$ cat src/rtl/tick_prescaler_ctrl.sv
// tick_prescaler_ctrl: power-up sequencer plus programmable clock prescaler whose
// divisor updates arrive over a req/ack handshake and take effect on period boundaries.
module tick_prescaler_ctrl #(
    parameter int CNT_W          = 8,
    parameter int STARTUP_CYCLES = 128,
    parameter int DEFAULT_DIV    = 0
) (
    input  logic             clk,
    input  logic             reset,
    input  logic             run_en,
    input  logic [CNT_W-1:0] div_val,
    input  logic             div_req,
    output logic             div_ack,
    output logic             busy,
    output logic             clk_presc,
    output logic             tick,
    output logic             reset_out,
    output logic [1:0]       state_dbg
);
    localparam int RST_W = (STARTUP_CYCLES > 1) ? $clog2(STARTUP_CYCLES) : 1;
    localparam logic [RST_W-1:0] RST_LAST = RST_W'(STARTUP_CYCLES - 1);
    localparam logic [CNT_W-1:0] DIV_RST  = CNT_W'(DEFAULT_DIV);

    typedef enum logic [1:0] {
        INIT    = 2'd0,
        STARTUP = 2'd1,
        ACTIVE  = 2'd2,
        HALT    = 2'd3
    } state_t;

    state_t           state_q, state_d;
    logic [CNT_W-1:0] cnt_q, cnt_d;
    logic [RST_W-1:0] rst_cnt_q, rst_cnt_d;
    logic [CNT_W-1:0] div_active_q, div_active_d;
    logic [CNT_W-1:0] div_pending_q, div_pending_d;
    logic             pending_valid_q, pending_valid_d;
    logic             clk_presc_q, clk_presc_d;
    logic             tick_q, tick_d;
    logic             div_ack_q, div_ack_d;
    logic             reset_out_q, reset_out_d;
    logic             terminal, capture, apply;

    assign terminal = cnt_q == div_active_q;
    assign capture  = div_req && !pending_valid_q && !div_ack_q;
    // While running, a new divisor waits for the period end; otherwise it lands at once.
    assign apply    = pending_valid_q && (state_q == ACTIVE ? (run_en && terminal) : 1'b1);

    always_comb begin
        state_d         = state_q;
        cnt_d           = cnt_q;
        rst_cnt_d       = rst_cnt_q;
        div_active_d    = div_active_q;
        div_pending_d   = div_pending_q;
        pending_valid_d = pending_valid_q;
        clk_presc_d     = clk_presc_q;
        tick_d          = 1'b0;
        div_ack_d       = 1'b0;
        reset_out_d     = reset_out_q;
        case (state_q)
            INIT: begin
                state_d   = STARTUP;
                cnt_d     = '0;
                rst_cnt_d = '0;
            end
            STARTUP: begin
                rst_cnt_d   = rst_cnt_q + 1'b1;
                cnt_d       = terminal ? '0 : cnt_q + 1'b1;
                clk_presc_d = clk_presc_q ^ terminal;
                if (rst_cnt_q == RST_LAST) begin
                    state_d     = ACTIVE;
                    reset_out_d = 1'b1;
                    rst_cnt_d   = '0;
                end
            end
            ACTIVE: begin
                state_d     = run_en ? ACTIVE : HALT;
                cnt_d       = !run_en ? '0 : terminal ? '0 : cnt_q + 1'b1;
                clk_presc_d = clk_presc_q ^ (run_en && terminal);
                tick_d      = run_en && terminal;
            end
            HALT: begin
                state_d = run_en ? ACTIVE : HALT;
                cnt_d   = '0;
            end
        endcase
        if (apply) begin
            div_active_d    = div_pending_q;
            pending_valid_d = 1'b0;
            cnt_d           = '0;
        end
        if (capture) begin
            div_pending_d   = div_val;
            pending_valid_d = 1'b1;
            div_ack_d       = 1'b1;
        end
    end

    always_ff @(posedge clk or negedge reset) begin
        if (!reset) begin
            state_q         <= INIT;
            cnt_q           <= '0;
            rst_cnt_q       <= '0;
            div_active_q    <= DIV_RST;
            div_pending_q   <= '0;
            pending_valid_q <= 1'b0;
            clk_presc_q     <= 1'b0;
            tick_q          <= 1'b0;
            div_ack_q       <= 1'b0;
            reset_out_q     <= 1'b0;
        end else begin
            state_q         <= state_d;
            cnt_q           <= cnt_d;
            rst_cnt_q       <= rst_cnt_d;
            div_active_q    <= div_active_d;
            div_pending_q   <= div_pending_d;
            pending_valid_q <= pending_valid_d;
            clk_presc_q     <= clk_presc_d;
            tick_q          <= tick_d;
            div_ack_q       <= div_ack_d;
            reset_out_q     <= reset_out_d;
        end
    end

    assign div_ack   = div_ack_q;
    assign busy      = pending_valid_q;
    assign clk_presc = clk_presc_q;
    assign tick      = tick_q;
    assign reset_out = reset_out_q;
    assign state_dbg = state_q;
endmodule

$ cat config.mk
export PLATFORM = sky130hd
export DESIGN_NAME = tick_prescaler_ctrl
export DESIGN_NICKNAME = d
export VERILOG_FILES = /design/src/rtl/tick_prescaler_ctrl.sv
export SDC_FILE = /design/constraint.sdc
export NUM_CORES = 1
export LEC_CHECK = 0
export ABC_AREA = 1
export CAP_MARGIN = 20
export CORE_MARGIN = 4
export CORE_UTILIZATION = 59
export CTS_CLUSTER_DIAMETER = 100
export DETAILED_ROUTE_END_ITERATION = 8
export HOLD_SLACK_MARGIN = 0.1
export PLACE_DENSITY = 0.83
export SETUP_SLACK_MARGIN = 0.4
export SYNTH_ARGS = -nofsm -noshare
export SYNTH_HDL_FRONTEND = slang
export SYNTH_SLANG_ARGS = --single-unit
$ cat constraint.sdc
create_clock -name clk -period 3 [get_ports clk]
set_input_delay 0.6 -clock clk [delete_from_list [all_inputs] [get_ports clk]]
set_output_delay 0.6 -clock clk [all_outputs]
set_load 0.1 [all_outputs]
==> reports/results.md <==
| Step | Metric | This run |
|:---|:---|:---|
| run status | Status | finished clean |
| global routing | Vias in the first global route | 1348 |
| sta | Final-report hold violation count | 0 |
| yosys | Largest area contributor in the synthesized netlist | dfrtp_1 |
| clock network | CTS buffer count | 5 |
| worst setup path | Worst Path Class, Setup | reg2reg |
| yosys | Mean instance size in the synthesized netlist | 8.94 µm² |
| worst setup path | Crit path launch type | flip-flop |
| routing | WL per Instance | 12.5 µm |
| sta | Hold_ws | 494 ps |
| clock network | Number of clock sinks | 38 |
| hold path | Launch instance of the worst min-delay path | div_pending_q[4]$_DFFE_PN0P_ |
| routing | DRC violation count after routing | 0 |
| floorplanning | Floorplan die height | 63.2 µm |
| sta | Unrepaired setup endpoints after global routing | false |
| worst setup path | Signal arrival time at the worst endpoint | 1990 ps |
| power | Fraction of power consumed by combinational cells | 33.1% |
| global routing | Total gr overflow | 0 |
| global routing | Overall track demand over capacity in global routing | 18.2% |
| power | Switching part of the total power | 36.7% |
| finish | P&R area growth vs syn | 17.8% |
| clock network | Count of hold buffers inserted by post-cts repair | 0 |
| placement | Port Buffer Count | 18 |
| sta | Worst slew margin | 69.6% |
| run | Max-cap violations | 0 |
| clock network | H-Tree Level Count | 2 |
| worst setup path | Setup slack of the most critical reg-to-reg path | 1240 ps |
| floorplanning | Core Area | 0.00283 mm² |
| sta | Minimum clock period | 1760 ps |
| hold path | Worst hold path depth | 2 |
| yosys | Leading cell types by total area after synthesis | dfrtp_1 53%, nand2_1 14%, ha_1 4.2% |
| yosys | Share of the synthesized area in the top cell type | 52.9% |
| global routing | Maximum number of pins on one net before global-route repair | 39 |
| finish | # nets final | 245 |
| floorplanning | Initial cell density of the core | 63.5% |
| worst setup path | Crit Reg-Reg Endpoint | cnt_q[6]$_DFF_PN0_ |
| routing | Starting DRT DRC Count | 84 |
| finish | Combined area of the multi-input logic cells | 763 µm² |
| clock network | Later-pin clock latency in the skew report | 340 ps |
| power | Proportion of power drawn by flip-flops and latches | 42.0% |
| clock network | TritonCTS clock tree | done |
| placement | Routability congestion estimate | 0.771 |
| power | Internal power | 1.13 mW |
| global routing | Number of antenna violations at the first check in global routing | 0 |
| routing | Total via count after detailed routing | 1359 |
| worst setup path | Critical register-to-register path startpoint | state_dbg[0]$_DFFE_PN0P_ |
| worst setup path | Reg2Reg Depth | 6 |
| worst setup path | CP Data Required Time | 3230 ps |
| yosys | Register area share after synthesis | 52.9% |
| sta | Worst Max-Slew Pin Slew | 456 ps |
| power | Switching power | 0.657 mW |
| clock network | Clk root buf | clkbuf_4 |
| clock network | CTS resizes | 0 |
| finish | Leading cell type in the layout, fill and taps excluded | nand2_1 |
| finish | Number of antenna repair diodes | 0 |
| yosys | Count of different cell masters after synthesis | 24 |
| sta | Worst Skew | 8.77 ps |
| hold path | Path type of the worst min-delay path | reg2reg |
| sta | Portion of the clock cycle consumed by the worst path in the final layout | 58.6% |
| worst setup path | Maximum fanout along the worst path | 10 |
| clock network | Clock transition at the registers of the reported paths | 110 ps |
| worst setup path | Critical Path Sink Type | flip-flop |
| clock network | Maximum buffer depth of the clock tree | 2 |
| floorplanning | Die X | 63.2 µm |
| routing | Number of iterations in the first detailed-routing pass | 4 |
| yosys | Cells after synthesis | 201 |
| yosys | Yosys warnings | 0 |
| floorplanning | I/O pin count | 19 |
| floorplanning | Number of cell rows | 19 |
| routing | Antenna Violating Nets Remaining | 0 |
| power | Power density over the cells | 844 mW/mm² |
| yosys | Synthesized net count | 219 |
| yosys | Post-synthesis cell area | 0.00180 mm² |
| power | Leakage power of the design | 1.08 nW |
| yosys | Flop and latch count out of synthesis | 38 |
| sta | Fmax | 0.569 GHz |
| finish | Storage cell area | 951 µm² |
| placement | DP Wirelength | 2430 µm |
| sta | Slew Viols, Final | 0 |
| sta | Final setup viols | 0 |
| finish | Fraction of final layout cells sized beyond drive strength 1 | 10.5% |
| floorplanning | Die area | 0.00399 mm² |
| sta | Setup TNS after final layout | 0 ps |
| global routing | Global-route wire length before repair | 5760 µm |
| finish | Layout filler cell count | 212 |
| clock network | Post-CTS setup buffer count | 0 |
| finish | Commonest non-fill, non-tap cells in the layout | 68 x nand2_1, 38 x dfrtp_1, 20 x inv_1 |
| power | Maximum vdd ir drop | 747 µV |
| routing | Routed WL | 3230 µm |
| routing | Number of vias per cell | 5.25 |
| hold path | End of the worst hold path | div_pending_q[4]$_DFFE_PN0P_ |
| power | Clk pwr share | 24.9% |
cells by family after synthesis:
family | after synthesis | share of synthesized area (%)
AND/OR/NAND/NOR | 105 | 24.6
flip-flops | 38 | 52.9
buffers and inverters | 22 | 4.60
AO/OA/AOI/OAI | 15 | 6.41
XOR/XNOR | 15 | 7.31
adder cells (fa/ha/maj) | 6 | 4.18
worst max-delay path by stage:
stage,start,end,slack (ps),cells past startpoint
3_5_place_dp,run_en,cnt_q[6]$_DFF_PN0_,970,6
5_1_grt,state_dbg[0]$_DFFE_PN0P_,cnt_q[4]$_DFF_PN0_,1130,6
2_1_floorplan,state_dbg[0]$_DFFE_PN0P_,cnt_q[0]$_DFF_PN0_,700,6
4_1_cts,state_dbg[0]$_DFFE_PN0P_,cnt_q[6]$_DFF_PN0_,1240,6
6_report,state_dbg[0]$_DFFE_PN0P_,cnt_q[6]$_DFF_PN0_,1240,6
3_3_place_gp,run_en,cnt_q[5]$_DFF_PN0_,1020,6
layer usage:
| layer | global-route usage, % | wire length [µm] |
|---|---|---|
| met1 | 21.1 | 1410 |
| met2 | 31.8 | 1610 |
| met3 | 5.68 | 169 |
| met4 | 5.93 | 43 |
| met5 | 0 | 0 |
cell type report:
type	count	area share [%]
sequential	38	44.9
multi-input combinational	141	36.1
timing repair buffer	19	8.04
inverter	22	3.90
clock inverter	2	2.84
clock buffer	6	2.42
tap	31	1.83
through the flow:
step                instance area (µm²)  setup WS [ps]  utilization [%]  std cells  total power, mW
global route                       2120           1130             74.8        259             1.92
floorplan                          1800            703                -        201             1.20
detailed placement                 2010            973             70.9        251             1.35
finish                             2120           1240             74.8        259             1.79
global placement                   2010           1020             70.9        251             1.33
CTS                                2120           1240             74.8        259             1.80
power groups by stage:
stage | Sequential, mW | Clock [mW] | Combinational (mW)
after global routing | 0.765 | 0.483 | 0.668
final | 0.750 | 0.445 | 0.592
after floorplan | 0.858 | 0 | 0.347
after detailed placement | 0.758 | 0 | 0.595
after CTS | 0.750 | 0.453 | 0.602
after global placement | 0.751 | 0 | 0.574
synthesized netlist by cell type:
| cell | number |
|---|---|
| a21boi_0 | 1 |
| a21oi_1 | 3 |
| a21oi_4 | 1 |
| clkinv_1 | 1 |
| dfrtp_1 | 38 |
| ha_1 | 6 |
| inv_1 | 20 |
| inv_2 | 1 |
| nand2_1 | 68 |
| nand2_2 | 1 |
| nand2_4 | 2 |
| nand3_1 | 14 |
| nand3b_1 | 1 |
| nand4_1 | 1 |
| nor2_1 | 14 |
| nor2_2 | 1 |
| nor3_1 | 3 |
| o211ai_4 | 1 |
| o21ai_0 | 4 |
| o21ai_2 | 1 |
| o21bai_1 | 1 |
| o22ai_1 | 3 |
| xnor2_1 | 8 |
| xor2_1 | 7 |
sequential cells by signal, summed over array words and instances (netlist names):
signal,flops
rst_cnt_q,7
div_ack,1
busy,1
div_active_q,8
div_pending_q,8
state_dbg,2
clk_presc,1
cnt_q,8
tick,1
reset_out,1
worst max-delay path, cell delays in order (launching register included):
cell      delay (ps)
dfrtp_1          420
inv_1            100
ha_1             340
a21oi_4          350
inv_2             70
o211ai_4         260
nor2_1            90
(Power assumes the default switching activity.)
